## src/rtl/hanoi_pkg.sv

```systemverilog
// Shared types and helpers for the Tower of Hanoi move sequencer.
package hanoi_pkg;

  typedef enum logic [1:0] {
    PEG_A = 2'd0,
    PEG_B = 2'd1,
    PEG_C = 2'd2
  } peg_t;

  typedef enum logic [1:0] {
    ST_IDLE  = 2'd0,
    ST_SOLVE = 2'd1,
    ST_DONE  = 2'd2
  } state_t;

  localparam int unsigned NDISCS_DEFAULT = 20;

  // Next peg for disc 0: A->B->C->A for an odd disc count, A->C->B->A for even.
  function automatic peg_t disc0_next(input peg_t p, input logic odd_n);
    peg_t n;
    case (p)
      PEG_A:   n = odd_n ? PEG_B : PEG_C;
      PEG_B:   n = odd_n ? PEG_C : PEG_A;
      default: n = odd_n ? PEG_A : PEG_B;
    endcase
    return n;
  endfunction

endpackage

```

## src/rtl/hanoi_top_finder.sv

```systemverilog
// Priority encoder: smallest disc index sitting on the given peg, or NDISCS if the peg is empty.
module hanoi_top_finder
  import hanoi_pkg::*;
#(
  parameter int unsigned NDISCS = NDISCS_DEFAULT
) (
  input  logic [2*NDISCS-1:0]         pos,
  input  peg_t                        peg,
  output logic [$clog2(NDISCS+1)-1:0] top
);

  localparam int unsigned TW = $clog2(NDISCS + 1);

  logic found;

  // Scan upward; the first match is the smallest (topmost) disc.
  always_comb begin
    top   = TW'(NDISCS);
    found = 1'b0;
    for (int unsigned i = 0; i < NDISCS; i++) begin
      if (!found && (pos[2*i +: 2] == peg)) begin
        top   = TW'(i);
        found = 1'b1;
      end
    end
  end

endmodule

```

## src/rtl/hanoi_solver.sv

```systemverilog
// Tower of Hanoi move sequencer: after start, emits the optimal 2^NDISCS-1 moves
// carrying all discs from peg A to peg B over a valid/ready handshake.
// Optional build macro HANOI_MOVE_COUNT_EN exposes the accepted-move counter as move_count.
module hanoi_solver
  import hanoi_pkg::*;
#(
  parameter int unsigned NDISCS = NDISCS_DEFAULT
) (
  input  logic              clock,
  input  logic              reset_n,
  input  logic              start,
  input  logic              ready,
  output logic              valid,
  output logic [1:0]        from,
  output logic [1:0]        to,
  output logic              busy,
  output logic              done
`ifdef HANOI_MOVE_COUNT_EN
  ,
  output logic [NDISCS-1:0] move_count
`endif
);

  localparam int unsigned     TW       = $clog2(NDISCS + 1);
  localparam logic            ODD_N    = 1'(NDISCS % 2);
  localparam logic [NDISCS-1:0] CNT_LAST = {NDISCS{1'b1}} - 1'b1;

  state_t              state;
  logic [2*NDISCS-1:0] pos;
  logic [NDISCS-1:0]   cnt;
  peg_t                hold_from;
  peg_t                hold_to;

  logic [TW-1:0] top_a;
  logic [TW-1:0] top_b;
  logic [TW-1:0] top_c;

  peg_t          p0;
  peg_t          px;
  peg_t          py;
  logic [TW-1:0] tx;
  logic [TW-1:0] ty;
  peg_t          mv_from;
  peg_t          mv_to;
  logic [TW-1:0] mv_disc;

  hanoi_top_finder #(.NDISCS(NDISCS)) u_top_a (.pos(pos), .peg(PEG_A), .top(top_a));
  hanoi_top_finder #(.NDISCS(NDISCS)) u_top_b (.pos(pos), .peg(PEG_B), .top(top_b));
  hanoi_top_finder #(.NDISCS(NDISCS)) u_top_c (.pos(pos), .peg(PEG_C), .top(top_c));

  // Choose the next move from the shadow positions and the move parity.
  always_comb begin
    p0 = peg_t'(pos[1:0]);
    px = PEG_B;
    py = PEG_C;
    tx = top_b;
    ty = top_c;
    case (p0)
      PEG_B: begin
        px = PEG_A;
        py = PEG_C;
        tx = top_a;
        ty = top_c;
      end
      PEG_C: begin
        px = PEG_A;
        py = PEG_B;
        tx = top_a;
        ty = top_b;
      end
      default: ;
    endcase

    if (!cnt[0]) begin
      mv_from = p0;
      mv_to   = disc0_next(p0, ODD_N);
      mv_disc = '0;
    end else if (tx < ty) begin
      mv_from = px;
      mv_to   = py;
      mv_disc = tx;
    end else begin
      mv_from = py;
      mv_to   = px;
      mv_disc = ty;
    end
  end

  // Sequencer state, shadow board, move counter and handshake flags.
  always_ff @(posedge clock or negedge reset_n) begin
    if (!reset_n) begin
      state     <= ST_IDLE;
      pos       <= '0;
      cnt       <= '0;
      hold_from <= PEG_A;
      hold_to   <= PEG_A;
      valid     <= 1'b0;
      busy      <= 1'b0;
      done      <= 1'b0;
    end else begin
      case (state)
        ST_IDLE: begin
          if (start) begin
            state <= ST_SOLVE;
            valid <= 1'b1;
            busy  <= 1'b1;
          end
        end
        ST_SOLVE: begin
          if (ready) begin
            for (int unsigned i = 0; i < NDISCS; i++) begin
              if (TW'(i) == mv_disc) pos[2*i +: 2] <= mv_to;
            end
            cnt       <= cnt + 1'b1;
            hold_from <= mv_from;
            hold_to   <= mv_to;
            if (cnt == CNT_LAST) begin
              state <= ST_DONE;
              valid <= 1'b0;
              busy  <= 1'b0;
              done  <= 1'b1;
            end
          end
        end
        default: ;
      endcase
    end
  end

  // Live move while valid; otherwise the last accepted move (A/A after reset).
  assign from = valid ? mv_from : hold_from;
  assign to   = valid ? mv_to   : hold_to;

`ifdef HANOI_MOVE_COUNT_EN
  assign move_count = cnt;
`endif

endmodule

```

## config.mk

```make
export PLATFORM = sky130hd
export DESIGN_NAME = hanoi_solver
export DESIGN_NICKNAME = d
export VERILOG_FILES = /design/src/rtl/hanoi_pkg.sv /design/src/rtl/hanoi_top_finder.sv /design/src/rtl/hanoi_solver.sv
export SDC_FILE = /design/constraint.sdc
export NUM_CORES = 1
export LEC_CHECK = 0
export CORE_AREA = 2 2 96 98
export DETAILED_ROUTE_END_ITERATION = 12
export DIE_AREA = 0 0 98 100
export PLACE_DENSITY = 0.74
export SYNTH_ARGS = -nofsm -noshare
export SYNTH_HDL_FRONTEND = slang
export SYNTH_SLANG_ARGS = --single-unit
```

## constraint.sdc

```tcl
create_clock -name clock -period 4.19 [get_ports clock]
set_input_delay 0.6285 -clock clock [delete_from_list [all_inputs] [get_ports clock]]
set_output_delay 0.6285 -clock clock [all_outputs]
set_load 0.005 [all_outputs]
```

==> key figures <==
Route
  • Vias after detailed routing: 4629
  • Detailed-route vias per instance: 6.11
  • Post-DR wirelength/cell: 19.6 um
  • Number of design rule violations left after detail routing: 0
  • Top routing layer in use: met4
  • Routed length on met3: 894 um
  • Initial detailed-routing violation count: 461
  • Met1 Routed Length: 6180 um
  • Post-detailed-routing wire length: 14800 um
  • Number of detailed-routing iterations run before antenna repair: 5
  • Number of routed nets with antenna violations: 0
  • Routed wire length on met2: 7370 um

Synth
  • Flip-flop and latch count after synthesis: 67
  • Most frequent cell after synthesis: sky130_fd_sc_hd__dfrtp_1
  • Async SR Flop Fraction: 1.00
  • Top cells by instance count after synthesis: sky130_fd_sc_hd__dfrtp_1 (67), sky130_fd_sc_hd__nor2_1 (35), sky130_fd_sc_hd__nand2_1 (32)
  • Sequential share of the synthesized area: 0.356
  • Count of flip-flops with a built-in enable after synthesis: 0
  • Post-Syn Instances: 481
  • Avg Inst Size Synth: 9.80 um2
  • Flip-flop cell with the highest count after synthesis: sky130_fd_sc_hd__dfrtp_1
  • Largest area contributor in the synthesized netlist: sky130_fd_sc_hd__dfrtp_1
  • Netlist area before placement: 4710 um2
  • Distinct cell type count of the synthesized netlist: 71
  • Yosys top cell area share: 0.356
  • Total of warnings raised by yosys: 0
  • Net Count, Synth: 494
  • Largest cells by area after synthesis: sky130_fd_sc_hd__dfrtp_1 (36%), sky130_fd_sc_hd__mux2_1 (7.2%), sky130_fd_sc_hd__mux2_2 (3.8%), sky130_fd_sc_hd__nand2b_1 (3.6%), sky130_fd_sc_hd__nor2_1 (2.8%)

STA
  • Setup repair after global routing missed its margin: true
  • Hold_ws: 0.357 ns
  • Min cycle time layout: 4.82 ns
  • Rel. slew slack: 0.467
  • Total count of hold-check failures in the final report: 0
  • Worst Clk Skew: 0.0125 ns
  • Summed negative setup slack over all endpoints: -10.90 ns
  • Part of the cycle the worst path needs: 1.15
  • Total of endpoints with negative setup slack in the final report: 40
  • Smallest setup slack after layout: -0.631 ns
  • Fmax: 0.207 GHz
  • Pin slew with the least headroom to its limit: 0.799 ns
  • Max Transition Viols Final: 0

Floorplan
  • Vertical extent of the die: 100 um
  • Number of top-level pins: 11
  • Core footprint: 8890 um2
  • Site row count: 35
  • Initial Util: 0.530
  • Full die area: 9800 um2
  • Horizontal die dimension: 98 um

Placed design
  • Port Buf Inserts: 10
  • Global placer's final weighted congestion: 1.02
  • Final HPWL from detailed placement: 10600 um

Setup path
  • Kind of start point of the critical path: register
  • Worst reg-to-reg path cell count: 19
  • Worst setup path endpoint: to[0]
  • Nature of the critical path endpoint: output port
  • Biggest fanout along the worst timing path: 5
  • Startpoint of the worst-slack reg-to-reg timing path: pos[1]
  • Worst setup path class: reg2out
  • Crit path largest cell delay: 0.43 ns
  • Cell breakdown of the critical path: inv_2 > ha_4 > nor4_4 > nand4_4 > buf_6 > o211ai_1 > a211oi_2 > ha_2 > a21o_1 > a21o_1 > a21o_1 > a311o_1 > o21ai_4 > buf_6 > mux2i_2 > o21ai_2 > mux2_4 > buf_6
  • Critical register-to-register path endpoint: pos[17]
  • Critical Path AT: 4.19 ns
  • Setup crit start: pos[1]
  • Required time of the critical path: 3.56 ns
  • Setup slack of the worst register-to-register path: -0.46 ns
  • Cell type of the slowest stage on the worst timing path: sky130_fd_sc_hd__dfrtp_1

Clock tree
  • CTS Hold Buffers Added: 0
  • Insertion delay to the later sink of the worst-skew pair: 0.35 ns
  • CTS tree: yes
  • Buffer levels on the longest clock path: 2
  • Number of levels the H-tree was split into: 3
  • Clock transition at the registers of the reported paths: 0.08 ns
  • Clock buffers created by TritonCTS: 9
  • Number of clock sinks: 67
  • Root buffer selected by CTS: sky130_fd_sc_hd__clkbuf_8

Cells and area
  • Nets: 654
  • Filler instances: 619
  • Syn-to-layout area delta: 39.5%
  • Fraction of final layout cells sized beyond drive strength 1: 0.401
  • Fin util: 0.739
  • Number of diodes added for antenna fixing: 0

Global routing
  • Maximum number of pins on one net before global-route repair: 35
  • Overall fraction of global-route tracks in use: 0.305
  • Wire length of the first global-routing pass: 23800 um
  • Vias in the first global route: 4736
  • GRT overflow: 0
  • Initial antenna violation count: 0

Status
  • Failing checks: negative setup slack
  • Status: complete, but fails checks

Worst hold path
  • Hold crit path type: in2async

Job
  • Reported max-cap violation count: 0
[placed cells by master (no fill, tap or decap), drive strengths merged, types with 3 or more instances in the layout]
| cell | count |
|---|---|
| nor3 | 12 |
| and3 | 8 |
| a21oi | 10 |
| o31ai | 4 |
| a31oi | 5 |
| xor2 | 8 |
| o2111ai | 5 |
| a32o | 3 |
| o22a | 3 |
| clkbuf | 10 |
| o21ai | 17 |
| ha | 9 |
| and4 | 6 |
| or3 | 3 |
| nand4 | 13 |
| o32a | 4 |
| clkdlybuf4s50 | 5 |
| or2 | 4 |
| nand2b | 27 |
| a311oi | 3 |
| and2 | 6 |
| mux2i | 9 |
| nor4 | 7 |
| inv | 13 |
| or4 | 3 |
| clkinv | 3 |
| o32ai | 3 |
| xnor2 | 11 |
| nand3 | 17 |
| dfrtp | 67 |
| o211ai | 5 |
| a21o | 8 |
| mux2 | 49 |
| nand2 | 32 |
| a211oi | 5 |
| nor2 | 35 |
| nor2b | 19 |
| o22ai | 9 |
| buf | 156 |
[metrics by stage]
| step | cells | area [um2] | setup WS, ns |
|---|---|---|---|
| after floorplan | 481 | 4760 | -0.149 |
| after global placement | 716 | 5880 | -0.325 |
| after detailed placement | 716 | 5880 | -0.484 |
| after CTS | 749 | 6370 | -0.476 |
| after global routing | 757 | 6570 | -0.830 |
| final | 757 | 6570 | -0.631 |
[sequential cells by signal, indices dropped and copies added (netlist names)]
signal / cells
hold_from: 2
state: 2
cnt: 20
done: 1
hold_to: 2
pos: 40
[cell families after synthesis]
| kind of cell | share of synthesized area |
|---|---|
| buffers and inverters | 0.0236 |
| AO/OA/AOI/OAI | 0.158 |
| AND/OR/NAND/NOR | 0.265 |
| XOR/XNOR | 0.0353 |
| adder cells (fa/ha/maj) | 0.0239 |
| multiplexers | 0.139 |
| flip-flops | 0.356 |
[how the worst min path moves through the flow]
stage | start | to | slack (ns) | cells past startpoint
4_1_cts | reset_n | pos[23] | 0.38 | 1
2_1_floorplan | reset_n | cnt[0] | 0.33 | 0
6_report | reset_n | pos[25] | 0.36 | 1
5_1_grt | reset_n | pos[23] | 0.42 | 1
3_3_place_gp | cnt[16] | cnt[16] | 0.45 | 1
3_5_place_dp | cnt[14] | cnt[14] | 0.45 | 1
[worst max-delay path: cells and delay by family (launching register included)]
family          cells  cell delay, ns
compound gates      8            1.56
buf+inv             4            0.50
mux                 2            0.50
simple gates        2            0.49
flops               1            0.43
fa+ha+maj           2            0.36
[metal layers]
metal,GRT usage,up-vias
met5,0,-
met4,0.110,0
met3,0.0529,43
met2,0.513,201
met1,0.397,2261
li1,-,2124
[repair_timing]
| action | CTS | global route |
|---|---|---|
| setup endpoints to repair | 42 | 45 |
| pin swaps | 20 | 16 |
| gates resized for setup | 45 | 31 |
| buffers inserted | 17 | 8 |
[cell type report]
type	count	area, um2	area share
repair buffers	162	1260	0.192
inverters	13	48.8	0.00742
flip-flops and latches	67	1680	0.255
multi-input cells	388	3230	0.491
clock buffers	10	128	0.0194
well taps	111	139	0.0211
clock inverters	6	90.1	0.0137
Power is not shown: default switching activity piles up to over one toggle a cycle in this logic, so the estimate is an artifact.
